**src/rtl/obf_indexgen_cam_pkg.sv**
```systemverilog
// rtl/obf_indexgen_cam_pkg.sv - shared widths and helpers for the obfuscation index tables
package obf_indexgen_cam_pkg;

   localparam int OBF_INDEX_WIDTH = 8;
   localparam logic [OBF_INDEX_WIDTH-1:0] OBF_INDEX_MISS = '1;

   // Entry-number width; a single-entry table still needs a 1-bit address.
   function automatic int addr_width(input int n);
      return (n > 1) ? $clog2(n) : 1;
   endfunction

endpackage

```
**src/rtl/obf_prio_enc.sv**
```systemverilog
// rtl/obf_prio_enc.sv - hit vector to lowest set entry number plus any-hit flag
module obf_prio_enc #(
   parameter int N  = 32,
   parameter int IW = 5
) (
   input  logic [N-1:0]  hits,
   output logic [IW-1:0] first,
   output logic          any
);

   // Scan from the top so the lowest-numbered hit is the last one written.
   always_comb begin
      first = '0;
      any   = 1'b0;
      for (int i = N - 1; i >= 0; i--) begin
         if (hits[i]) begin
            first = IW'(i);
            any   = 1'b1;
         end
      end
   end

endmodule

```
**src/rtl/obf_indexgen_cam.sv**
```systemverilog
// rtl/obf_indexgen_cam.sv - programmable mask/match table mapping instruction words to obfuscation indices
module obf_indexgen_cam
   import obf_indexgen_cam_pkg::*;
#(
   parameter int INSN_WIDTH     = 32,
   parameter int INDEX_WIDTH    = OBF_INDEX_WIDTH,
   parameter int ENTRIES        = 32,
   parameter int MISS_CNT_WIDTH = 16,
   localparam int AW            = addr_width(ENTRIES)
) (
   input  logic                      clk,
   input  logic                      rst_n,
   input  logic                      in_valid,
   output logic                      in_ready,
   input  logic [INSN_WIDTH-1:0]     insn,
   output logic                      out_valid,
   input  logic                      out_ready,
   output logic [INDEX_WIDTH-1:0]    out_index,
   output logic                      out_hit,
   input  logic                      cfg_we,
   input  logic [AW-1:0]             cfg_addr,
   input  logic                      cfg_valid,
   input  logic [INSN_WIDTH-1:0]     cfg_mask,
   input  logic [INSN_WIDTH-1:0]     cfg_match,
   input  logic [INDEX_WIDTH-1:0]    cfg_index,
   input  logic                      cfg_clr,
   output logic [MISS_CNT_WIDTH-1:0] miss_cnt
);

   logic [ENTRIES-1:0]     ent_valid;
   logic [INSN_WIDTH-1:0]  ent_mask  [ENTRIES];
   logic [INSN_WIDTH-1:0]  ent_match [ENTRIES];
   logic [INDEX_WIDTH-1:0] ent_index [ENTRIES];

   logic                   s1_valid;
   logic [INSN_WIDTH-1:0]  s1_insn;
   logic                   en;
   logic                   cfg_wr;
   logic [ENTRIES-1:0]     hits;
   logic [AW-1:0]          first;
   logic                   any;

   assign en       = !out_valid || out_ready;
   assign in_ready = en || !s1_valid;
   assign cfg_wr   = cfg_we && !cfg_clr;

   // Compare runs on the registered S1 word against the pre-write table contents.
   always_comb begin
      hits = '0;
      for (int e = 0; e < ENTRIES; e++) begin
         hits[e] = ent_valid[e] && (((s1_insn ^ ent_match[e]) & ent_mask[e]) == '0);
      end
   end

   obf_prio_enc #(
      .N  (ENTRIES),
      .IW (AW)
   ) u_prio (
      .hits  (hits),
      .first (first),
      .any   (any)
   );

   always_ff @(posedge clk or negedge rst_n) begin
      if (!rst_n) begin
         ent_valid <= '0;
      end else if (cfg_clr) begin
         ent_valid <= '0;
      end else if (cfg_we) begin
         for (int e = 0; e < ENTRIES; e++) begin
            if (cfg_addr == AW'(e)) ent_valid[e] <= cfg_valid;
         end
      end
   end

   // Out-of-range addresses match no entry and are dropped.
   always_ff @(posedge clk) begin
      if (cfg_wr) begin
         for (int e = 0; e < ENTRIES; e++) begin
            if (cfg_addr == AW'(e)) begin
               ent_mask[e]  <= cfg_mask;
               ent_match[e] <= cfg_match;
               ent_index[e] <= cfg_index;
            end
         end
      end
   end

   always_ff @(posedge clk or negedge rst_n) begin
      if (!rst_n) begin
         s1_valid <= 1'b0;
         s1_insn  <= '0;
      end else if (in_ready) begin
         s1_valid <= in_valid;
         if (in_valid) s1_insn <= insn;
      end
   end

   always_ff @(posedge clk or negedge rst_n) begin
      if (!rst_n) begin
         out_valid <= 1'b0;
         out_hit   <= 1'b0;
         out_index <= '1;
      end else if (en) begin
         out_valid <= s1_valid;
         if (s1_valid) begin
            out_hit   <= any;
            out_index <= any ? ent_index[first] : '1;
         end
      end
   end

   always_ff @(posedge clk or negedge rst_n) begin
      if (!rst_n) begin
         miss_cnt <= '0;
      end else if (cfg_clr) begin
         miss_cnt <= '0;
      end else if (out_valid && out_ready && !out_hit && (miss_cnt != '1)) begin
         miss_cnt <= miss_cnt + 1'b1;
      end
   end

endmodule

```
**config.mk**
```make
export PLATFORM = sky130hd
export DESIGN_NAME = obf_indexgen_cam
export DESIGN_NICKNAME = d
export VERILOG_FILES = /design/src/rtl/obf_indexgen_cam_pkg.sv /design/src/rtl/obf_prio_enc.sv /design/src/rtl/obf_indexgen_cam.sv
export SDC_FILE = /design/constraint.sdc
export NUM_CORES = 2
export LEC_CHECK = 0
export BUFFER_PORTS_ARGS = -buffer_cell sky130_fd_sc_hd__buf_2
export CAP_MARGIN = 30
export CELL_PAD_IN_SITES_DETAIL_PLACEMENT = 1
export CELL_PAD_IN_SITES_GLOBAL_PLACEMENT = 1
export CORE_ASPECT_RATIO = 0.6
export CORE_MARGIN = 2
export CORE_UTILIZATION = 49
export DETAILED_ROUTE_END_ITERATION = 10
export GPL_ROUTABILITY_DRIVEN = 0
export PLACE_DENSITY_LB_ADDON = 0.1
export SLEW_MARGIN = 20
export SYNTH_ARGS = -nofsm -noshare
export SYNTH_HDL_FRONTEND = slang
export SYNTH_HIERARCHICAL = 1
export SYNTH_SLANG_ARGS = --single-unit
```
**constraint.sdc**
```tcl
create_clock -name clk -period 4 [get_ports clk]
set_input_delay 0.6 -clock clk [delete_from_list [all_inputs] [get_ports clk]]
set_output_delay 0.6 -clock clk [all_outputs]
set_load 0.05 [all_outputs]
```
==> run summary <==
synth cell count leaders: edfxtp_1 (2,304), xor2_1 (1,028), a22oi_1 (229)
drt drc: 0
Vias: 52,000
Clock transition at path regs: 0.07 ns
Syn Std Cell Area: 90,500 µm²
WL/cell: 38.3 µm
worst hold path class: in -> reg
fin. max-slew vios: 0
most numerous cell in the Yosys netlist: edfxtp_1
MaxCap Viol Count: 0
worst path cell trace: buf_12, buf_6, buf_6, xor2_1, a22oi_2, nand4_1, nor3_2, buf_4, buf_4, buf_4, nor3_1, o21ai_1, a2111oi_4, a221oi_4, buf_12, buf_16, buf_8, mux4_2, mux2_4, o22ai_2, nor3_2
final net count: 5,812
Final Cycle Share: 122%
Die Height: 337 µm
area leader, netlist: edfxtp_1
clock insertion delay at the later pin of the skew report: 0.89 ns
Synth area leaders: edfxtp_1 (76%), xor2_1 (9.9%), dfrtp_1 (2.3%), a22oi_1 (1.9%), a22o_1 (1.1%)
CP Data Required Time: 4.80 ns
Critical-path top delay cell: nand4_1
largest net degree at the start of global routing: 73
Num CTS Buffers: 221
GR Overflow Total: 0
P_leak: 37.2 nW
Layout Utilization: 59.2%
Max stage delay on crit path: 0.54 ns
worst relative slew slack: 27.6%
Reg power frac: 51.1%
reg2reg path depth: 21
asr flop ratio synth: 3.80%
# rows: 122
Max Used Layer: met5
GR Util All Layers: 33.7%
Post-synth EDFFs: 2,304
Starting Density: 49.2%
PortBufs: 142
CORE AREA: 184,000 µm²
r2r setup slk: -0.87 ns
clock network fraction of total power: 38.0%
Clock Skew: 0.0452 ns
Setup Viol. Count Final: 8
FF+latch count, synth: 2,395
critical path launch point: s1_insn[16]
Via density: 6.22
Synth Flop Type: edfxtp_1
RSZ-0062 raised after global routing: true
initial antenna violation count: 38
worst-margin pin slew: 1.09 ns
number of global-route vias before repair: 50,600
Final Hold Viols: 0
Die W: 559 µm
sequential-to-total area share from yosys stat: 78.9%
Switching Power: 13.3 mW
Setup crit end: out_index[3]
design area: 109,000 µm²
post-route minimum period: 4.87 ns
setup ws final: -0.865 ns
WP buf/inv: 9
clk buf depth: 4
First-pass DRT Iterations: 6
cell family with most CP delay: buffers and inverters
sw frac: 24.4%
post-synthesis cell count: 4,785
final WL: 320,000 µm
share of the synthesized area in the top cell type: 76.4%
failing checks: negative setup slack
first-pass GRT wire length: 431,000 µm
status: finished, violations left
Critical R2R Capture: out_index[3]
CTS Root Cell: clkbuf_16
Setup CP Type: reg -> reg
startpoint types: flip-flop
clk sinks: 2,395
metal3 WL: 43,000 µm
Post-DP Area: 100,000 µm²
internal power: 41.3 mW
Unique masters post-synth: 63
CTS tree: done
R2R Path Start: s1_insn[16]
synth-to-layout area growth: 20.2%
CP max FO: 7
antenna-violating nets left: 0
Pwr Density: 501 nW/µm²
drt initial violations: 8,700
TNS Setup: -6.63 ns
metal2 WL: 133,000 µm
WP data arrival: 5.67 ns
Comb power frac: 10.9%
critical path depth: 21
M1 wire length: 136,000 µm
Syn Nets: 4,902
Max Fclk: 206 MHz
die area: 188,000 µm²
Total Power: 54.6 mW
IO Count: 143
share of layout cells above drive strength 1: 24.5%
worst vdd ir: 0.355 mV
hpwl dp: 212,000 µm
yosys warns: 6
cell mode on critical path: buf_4
CP endpoint kind: flip-flop
# H-tree levels: 4
syn_area_per_cell: 18.9 µm²
## registers in the layout, summed over array words and instances (netlist names), 8 cells and up
signal and flops:
ent_index 256, s1_insn 32, ent_match 1024, ent_valid 32, out_index 8, miss_cnt 16
ent_mask 1024
## cell type report
type	count	area (µm²)
clock buffer	294	5960
multi-input combinational	2199	19200
timing repair buffer	868	8140
tap	2480	3100
fill	15800	75100
sequential	2395	71500
clock inverter	105	907
inverter	10	37.5
antenna	2	5.00
## per-layer routing
layer / global-route usage [%] / vias to the layer above
li1: - / 20600
met1: 51.9 / 27700
met2: 47.0 / 3326
met3: 9.90 / 426
met4: 8.03 / 4
met5: 0 / -
## power by group through the flow
stage	registers, mW	clock network (mW)	logic, mW
floorplan	28.3	0	2.27
global placement	28.4	0	5.44
detailed placement	28.4	0	5.56
CTS	27.9	20.9	5.82
global route	27.9	21.8	6.14
finish	27.9	20.7	5.95
## placed cells by master, fill, tap and decap left out, types with 14 or more instances in the layout
cell	netlist	final
edfxtp_1	2304	2304
xor2_1	1028	1026
buf_4	3	547
a22oi_1	229	224
clkbuf_16	0	222
buf_2	123	139
buf_12	1	130
a22o_1	117	117
nand4_1	85	85
a221oi_1	111	80
nand2_1	69	68
nor2_1	96	65
clkbuf_1	40	59
nand3_1	60	55
dfrtp_1	83	51
mux2_2	54	47
mux4_2	40	47
clkinv_1	0	43
mux2i_1	39	39
clkinv_2	0	39
a222oi_1	32	32
nor2_4	0	30
a221oi_2	0	29
dfrtp_2	0	29
a21oi_1	30	28
nor3_1	38	26
dlygate4sd3_1	0	19
o21ai_0	18	17
buf_6	7	17
bufinv_16	0	15
nor4_1	31	14
## cell families after synthesis
| group | synth area share, % |
|---|---|
| AO/OA/AOI/OAI | 5.11 |
| adder cells (fa/ha/maj) | 0.0138 |
| flip-flops | 78.9 |
| buffers and inverters | 1.06 |
| multiplexers | 2.36 |
| AND/OR/NAND/NOR | 2.48 |
| XOR/XNOR | 10.0 |
## timing repair
| item | CTS | global route |
|---|---|---|
| setup endpoints to repair | 8 | 9 |
| pin swaps | 52 | 28 |
| setup buffers | 40 | 7 |
| gates resized for setup | 139 | 49 |
| gates cloned | 5 | 0 |
| hold endpoints to repair | 67 | 0 |
| hold buffers | 19 | 0 |
## per-stage QoR
stage	hold slack, ns	worst slack [ns]	std cells
floorplan	0.304	-1.14	4785
global placement	0.512	-1.42	7860
detailed placement	0.515	-1.40	7883
CTS	0.0000408	-0.724	8346
global route	0.0176	-0.950	8351
finish	0.0368	-0.865	8353
## worst register-to-register path, stage by stage (launching register included)
cell and delay [ns]:
dfrtp_2 0.45, buf_12 0.17, buf_6 0.15, buf_6 0.13
xor2_1 0.15, a22oi_2 0.26, nand4_1 0.54, nor3_2 0.37
buf_4 0.17, buf_4 0.10, buf_4 0.12, nor3_1 0.06
o21ai_1 0.14, a2111oi_4 0.12, a221oi_4 0.30, buf_12 0.19
buf_16 0.19, buf_8 0.14, mux4_2 0.50, mux2_4 0.30
o22ai_2 0.19, nor3_2 0.06
## worst min path at each step
| stage | from | end | slack (ns) | cells past startpoint |
|---|---|---|---|---|
| finish | insn[17] | s1_insn[17] | 0.04 | 2 |
| global route | insn[20] | s1_insn[20] | 0.02 | 2 |
| CTS | insn[10] | s1_insn[10] | 0.00004 | 2 |
| detailed placement | out_index[3] | out_index[3] | 0.52 | 2 |
| global placement | out_index[7] | out_index[7] | 0.51 | 2 |
| floorplan | rst_n | ent_valid[0] | 0.30 | 0 |
(Power assumes the default switching activity.)
